$ cat src/rtl/video_sync_gen.sv
// video_sync_gen: raster timing generator for a framebuffer stage.
// The stage-0 counters issue a registered pixel fetch request (o_req, o_req_x,
// o_req_y). The matching o_de/o_hsync/o_vsync/o_frame_start come out 2 clocks
// after that request, which gives the fetch a fixed 2-cycle latency.
// Dropping i_ena clears the counters and every pipeline stage at the next edge.
// Optional feature: define VIDEO_SYNC_GEN_FRAME_CNT_EN to add the 16-bit
// o_frame_cnt output, which counts o_frame_start pulses.
module video_sync_gen #(
   parameter int H_ACTIVE = 1280,
   parameter int H_FP     = 110,
   parameter int H_SYNC   = 40,
   parameter int H_BP     = 220,
   parameter int V_ACTIVE = 720,
   parameter int V_FP     = 5,
   parameter int V_SYNC   = 5,
   parameter int V_BP     = 20
) (
   input  logic        i_nrst,
   input  logic        i_clk,
   input  logic        i_ena,
   output logic        o_req,
   output logic [11:0] o_req_x,
   output logic [10:0] o_req_y,
   output logic        o_hsync,
   output logic        o_vsync,
   output logic        o_de,
   output logic        o_frame_start
`ifdef VIDEO_SYNC_GEN_FRAME_CNT_EN
   ,
   output logic [15:0] o_frame_cnt
`endif
);

   localparam int H_TOTAL = H_ACTIVE + H_FP + H_SYNC + H_BP;
   localparam int V_TOTAL = V_ACTIVE + V_FP + V_SYNC + V_BP;

   localparam logic [11:0] LP_H_ACT  = 12'(H_ACTIVE);
   localparam logic [11:0] LP_HS_BEG = 12'(H_ACTIVE + H_FP);
   localparam logic [11:0] LP_HS_END = 12'(H_ACTIVE + H_FP + H_SYNC);
   localparam logic [11:0] LP_H_LAST = 12'(H_TOTAL - 1);
   localparam logic [10:0] LP_V_ACT  = 11'(V_ACTIVE);
   localparam logic [10:0] LP_VS_BEG = 11'(V_ACTIVE + V_FP);
   localparam logic [10:0] LP_VS_END = 11'(V_ACTIVE + V_FP + V_SYNC);
   localparam logic [10:0] LP_V_LAST = 11'(V_TOTAL - 1);

   logic [11:0] r_hcnt;
   logic [10:0] r_vcnt;

   logic w_h_wrap, w_v_wrap;
   logic w_act0, w_hs0, w_vs0, w_fs0;

   // stage 1 (the request register) carries sync/start alongside o_req
   logic r_s1_hs, r_s1_vs, r_s1_fs;
   logic r_s2_de, r_s2_hs, r_s2_vs, r_s2_fs;
   logic r_s3_de, r_s3_hs, r_s3_vs, r_s3_fs;
   logic        r_req;
   logic [11:0] r_req_x;
   logic [10:0] r_req_y;

   assign w_h_wrap = (r_hcnt == LP_H_LAST);
   assign w_v_wrap = (r_vcnt == LP_V_LAST);
   assign w_act0   = (r_hcnt < LP_H_ACT) && (r_vcnt < LP_V_ACT);
   assign w_hs0    = (r_hcnt >= LP_HS_BEG) && (r_hcnt < LP_HS_END);
   // vcnt only moves on an hcnt wrap, so vsync spans whole lines
   assign w_vs0    = (r_vcnt >= LP_VS_BEG) && (r_vcnt < LP_VS_END);
   assign w_fs0    = (r_hcnt == 12'd0) && (r_vcnt == 11'd0);

   // Raster counters; a low i_ena wins over any wrap and parks them at 0
   always_ff @(posedge i_clk or negedge i_nrst) begin
      if (!i_nrst) begin
         r_hcnt <= 12'd0;
         r_vcnt <= 11'd0;
      end else if (!i_ena) begin
         r_hcnt <= 12'd0;
         r_vcnt <= 11'd0;
      end else if (w_h_wrap) begin
         r_hcnt <= 12'd0;
         r_vcnt <= w_v_wrap ? 11'd0 : r_vcnt + 11'd1;
      end else begin
         r_hcnt <= r_hcnt + 12'd1;
      end
   end

   // Request register plus two delay stages; a low i_ena flushes everything at once
   always_ff @(posedge i_clk or negedge i_nrst) begin
      if (!i_nrst) begin
         r_req   <= 1'b0;
         r_req_x <= 12'd0;
         r_req_y <= 11'd0;
         r_s1_hs <= 1'b0; r_s1_vs <= 1'b0; r_s1_fs <= 1'b0;
         r_s2_de <= 1'b0; r_s2_hs <= 1'b0; r_s2_vs <= 1'b0; r_s2_fs <= 1'b0;
         r_s3_de <= 1'b0; r_s3_hs <= 1'b0; r_s3_vs <= 1'b0; r_s3_fs <= 1'b0;
      end else if (!i_ena) begin
         r_req   <= 1'b0;
         r_req_x <= 12'd0;
         r_req_y <= 11'd0;
         r_s1_hs <= 1'b0; r_s1_vs <= 1'b0; r_s1_fs <= 1'b0;
         r_s2_de <= 1'b0; r_s2_hs <= 1'b0; r_s2_vs <= 1'b0; r_s2_fs <= 1'b0;
         r_s3_de <= 1'b0; r_s3_hs <= 1'b0; r_s3_vs <= 1'b0; r_s3_fs <= 1'b0;
      end else begin
         r_req   <= w_act0;
         r_req_x <= w_act0 ? r_hcnt : 12'd0;
         r_req_y <= w_act0 ? r_vcnt : 11'd0;
         r_s1_hs <= w_hs0;
         r_s1_vs <= w_vs0;
         r_s1_fs <= w_fs0;
         r_s2_de <= r_req;
         r_s2_hs <= r_s1_hs;
         r_s2_vs <= r_s1_vs;
         r_s2_fs <= r_s1_fs;
         r_s3_de <= r_s2_de;
         r_s3_hs <= r_s2_hs;
         r_s3_vs <= r_s2_vs;
         r_s3_fs <= r_s2_fs;
      end
   end

   assign o_req         = r_req;
   assign o_req_x       = r_req_x;
   assign o_req_y       = r_req_y;
   assign o_de          = r_s3_de;
   assign o_hsync       = r_s3_hs;
   assign o_vsync       = r_s3_vs;
   assign o_frame_start = r_s3_fs;

`ifdef VIDEO_SYNC_GEN_FRAME_CNT_EN
   logic [15:0] r_frame_cnt;

   // Count frame-start pulses; the 16-bit add wraps 0xFFFF to 0 on its own
   always_ff @(posedge i_clk or negedge i_nrst) begin
      if (!i_nrst) begin
         r_frame_cnt <= 16'd0;
      end else if (!i_ena) begin
         r_frame_cnt <= 16'd0;
      end else if (r_s3_fs) begin
         r_frame_cnt <= r_frame_cnt + 16'd1;
      end
   end

   assign o_frame_cnt = r_frame_cnt;
`endif

endmodule

$ cat config.mk
export PLATFORM = sky130hd
export DESIGN_NAME = video_sync_gen
export DESIGN_NICKNAME = d
export VERILOG_FILES = /design/src/rtl/video_sync_gen.sv
export SDC_FILE = /design/constraint.sdc
export NUM_CORES = 1
export LEC_CHECK = 0
export ABC_AREA = 1
export CORE_MARGIN = 3
export CORE_UTILIZATION = 55
export CTS_CLUSTER_DIAMETER = 200
export DETAILED_ROUTE_END_ITERATION = 6
export PLACE_DENSITY = 0.79
export SETUP_SLACK_MARGIN = 0.1
export SLEW_MARGIN = 20
export SYNTH_ARGS = -nofsm -noshare
export SYNTH_HDL_FRONTEND = slang
export SYNTH_SLANG_ARGS = --single-unit
$ cat constraint.sdc
create_clock -name i_clk -period 1.5 [get_ports i_clk]
set_input_delay 0.15 -clock i_clk [delete_from_list [all_inputs] [get_ports i_clk]]
set_output_delay 0.15 -clock i_clk [all_outputs]
set_load 0.02 [all_outputs]
==> summary.md <==
| Metric | Value |
|---|---|
| Length of the first detailed-routing pass in iterations | 4 |
| Outcome | finished clean |
| Total gr overflow | 0 |
| PortBufs | 30 |
| Max Freq | 686 MHz |
| Synth area leaders | dfrtp_1, nand2_1, nor2_1 |
| Sequential share of the synthesized area | 54.5% |
| Peak supply drop | 771 uV |
| PD cells | 987 nW/um^2 |
| M1 GR Usage | 31.3% |
| Worst-path clk slew | 0.07 ns |
| First-iteration detailed-routing DRC count | 196 |
| Clock sink count | 58 |
| Multiplexer share of the synthesized area | 0% |
| Mean routed wirelength per cell | 13.7 um |
| Layout area overhead | 27.6% |
| Fillers | 327 |
| Finish-stage setup viols | 0 |
| Die area | 5710 sq um |
| Worst Path Max Fanout | 5 |
| I/O pin total | 31 |
| Simple-gate share of the synthesized area | 30.3% |
| DR vias/cell | 5.11 |
| Final Skew | 0.0115 ns |
| Largest family of logic cells by synthesized area | simple AND/OR/NAND/NOR gates |
| Synth Area in Compound Gates | 2.63% |
| Vias post-DR | 2188 |
| Fin. max-slew vios | 0 |
| Final hold violations | 0 |
| CP Data Arrival Time | 1.72 ns |
| Die Y-Extent | 75.6 um |
| Most frequent cells after synthesis | nand2_1, nor2_1, dfrtp_1 |
| Post-synth cell types | 27 |
| Die width | 75.6 um |
| Ant. Diodes | 0 |
| RR Startpoint | r_hcnt[1]$_DFF_PN0_ |
| Setup ws final | 0.0417 ns |
| CTS tree | yes |
| Crit path kind | reg2reg |
| Final Wtd Congestion | 0.898 |
| Syn Std Cell Area | 2660 sq um |
| Nets@finish | 380 |
| Initial antenna violation count | 0 |
| Crit end category | register |
| Row cnt | 24 |
| Synth top area share | 54.5% |
| Gr usage total | 22.2% |
| Post-DP HPWL | 3940 um |
| Detailed Route WL | 5870 um |
| First-pass GRT wire length | 9350 um |
| Total chip power | 3.35 mW |
| Grt met2 use | 32.8% |
| Post-synth EDFFs | 0 |
| Core ar. | 4500 sq um |
| R2R cell count | 9 |
| Dpl ws | 0.0350 ns |
| Prevailing post-synth register cell | dfrtp_1 |
| Critical path launch point type | register |
| Layout cells sized above 1 | 19.7% |
| CTS buffer count | 9 |
| Leakage power | 1.86 nW |
| Min Tclk post-route | 1.46 ns |
| Largest net degree at the start of global routing | 59 |
| Post-synthesis xor/xnor area fraction | 0.987% |
| Synth Area per Inst | 8.34 sq um |
| ANT nets after route | 0 |
| Clk buf depth | 2 |
| Yosys warns | 0 |
| Crit path launch | r_hcnt[1]$_DFF_PN0_ |
| Post-synth top area cell | dfrtp_1 |
| Most used routing layer | met2 |
| CP Data Required Time | 1.76 ns |
| Synth Register Bits | 58 |
| Period utilization | 97.2% |
| R2r endpoint | r_vcnt[9]$_DFFE_PN0P_ |
| Post-route DRC | 0 |
| Post-synthesis adder-cell area fraction | 2.82% |
| Root Buffer | clkbuf_8 |
| Post-synthesis instance total | 319 |
| M3 GR Usage | 6.99% |
| R2R Setup Slk | 0.04 ns |
| # Max-Cap Violations | 0 |
| Hold Path Class | in2async |
| H-tree levels | 3 |
| Number of global-route vias before repair | 1982 |
| RSZ-0062 raised after global routing | yes |
| Most common cell in the netlist | nand2_1 |
| Post-synth ARST share | 100% |
| Initial core utilization | 59.1% |
| Worst-Skew Late Latency | 0.33 ns |
-- layout make-up --
type,count,area [sq um],area share (%)
clock buffer,11,141,4.16
timing repair buffer,49,440,13.0
tap,52,65.1,1.92
sequential,58,1450,42.8
multi-input combinational,209,1050,30.9
clock inverter,5,77.6,2.28
inverter,44,168,4.94
-- per-layer routing --
metal | part of all wire, % | vias up
li1 | - | 1085
met1 | 46 | 1022
met2 | 47 | 76
met3 | 6.6 | 5
met4 | 0.77 | 0
met5 | 0 | -
-- registers in the layout, indices dropped and copies added, names as in the netlist --
name	count
r_s2_hs	1
o_vsync	1
o_req_x	12
r_s2_fs	1
o_hsync	1
r_s2_de	1
r_s1_fs	1
r_s2_vs	1
r_s1_hs	1
o_de	1
r_hcnt	12
o_req_y	11
r_vcnt	11
o_req	1
o_frame_start	1
r_s1_vs	1
-- repair_timing --
action                                  in CTS  in global routing
buffers inserted                             4                  4
hold endpoints to repair                    58                  0
hold buffers                                 1                  0
resized for setup                           31                 24
pin swaps                                    2                 13
endpoints found under the setup margin      46                 48
-- through the flow --
step | cell area [sq um] | setup TNS (ns) | instances | hold slack, ns | util [%]
after detailed placement | 3050 | 0 | 403 | 0.173 | 67.7
after CTS | 3290 | 0 | 424 | 0.355 | 73.1
after floorplan | 2670 | 0 | 320 | -0.146 | -
final | 3400 | 0 | 428 | 0.353 | 75.4
after global placement | 3050 | 0 | 403 | 0.171 | 67.7
after global routing | 3400 | -0.283 | 428 | 0.368 | 75.4
-- power by group --
part	total (mW)	leakage, nW	internal, mW	switching, mW
sequential	1.60	0.794	1.59	0.0155
clock	1.57	0.109	0.975	0.594
combinational	0.182	0.962	0.0651	0.117
-- how the worst max path moves through the flow --
stage,slack [ns],to,cells after the start
6_report,0.04,r_vcnt[9]$_DFFE_PN0P_,9
5_1_grt,-0.06,r_vcnt[7]$_DFFE_PN0P_,11
4_1_cts,0.07,r_vcnt[7]$_DFFE_PN0P_,11
3_5_place_dp,0.04,r_hcnt[10]$_DFF_PN0_,9
3_3_place_gp,0.07,r_hcnt[10]$_DFF_PN0_,8
2_1_floorplan,0.16,r_vcnt[5]$_DFFE_PN0P_,10
-- cell families after synthesis --
kind of cell | Yosys count
compound gates | 13
xor+xnor | 3
fa+ha+maj | 6
buf+inv | 53
flops | 58
other cells | 1
simple gates | 185
-- worst max-delay path: stages, from the launching register on --
cell	delay, ns
dfrtp_1	0.43
inv_2	0.11
ha_4	0.14
nand2_2	0.05
nor2_2	0.11
nand3_2	0.12
buf_6	0.15
nor2_4	0.13
nand2_1	0.08
nand2_1	0.06
-- placed cells by master, fill, tap and decap left out, types with 2 or more instances in the layout --
cell type / netlist / routed
buf_4: 2 / 14
nand2_1: 77 / 73
dlygate4sd2_1: 0 / 25
nor2_2: 6 / 10
dlymetal6s2s_1: 0 / 3
nor2_1: 61 / 56
dfrtp_1: 58 / 56
nor3_1: 9 / 9
inv_1: 36 / 32
clkbuf_8: 0 / 10
nor4_1: 2 / 2
clkinv_2: 0 / 2
nand3_1: 14 / 13
a21oi_1: 2 / 2
nand4_1: 9 / 9
buf_6: 2 / 3
dfrtp_2: 0 / 2
inv_2: 8 / 11
nand3_2: 2 / 3
conb_1: 1 / 2
xor2_1: 3 / 3
ha_4: 0 / 2
nand2_2: 2 / 5
ha_1: 6 / 3
bufinv_16: 0 / 2
o21ai_0: 8 / 8
Note: power is estimated with default switching activity, not from simulation.
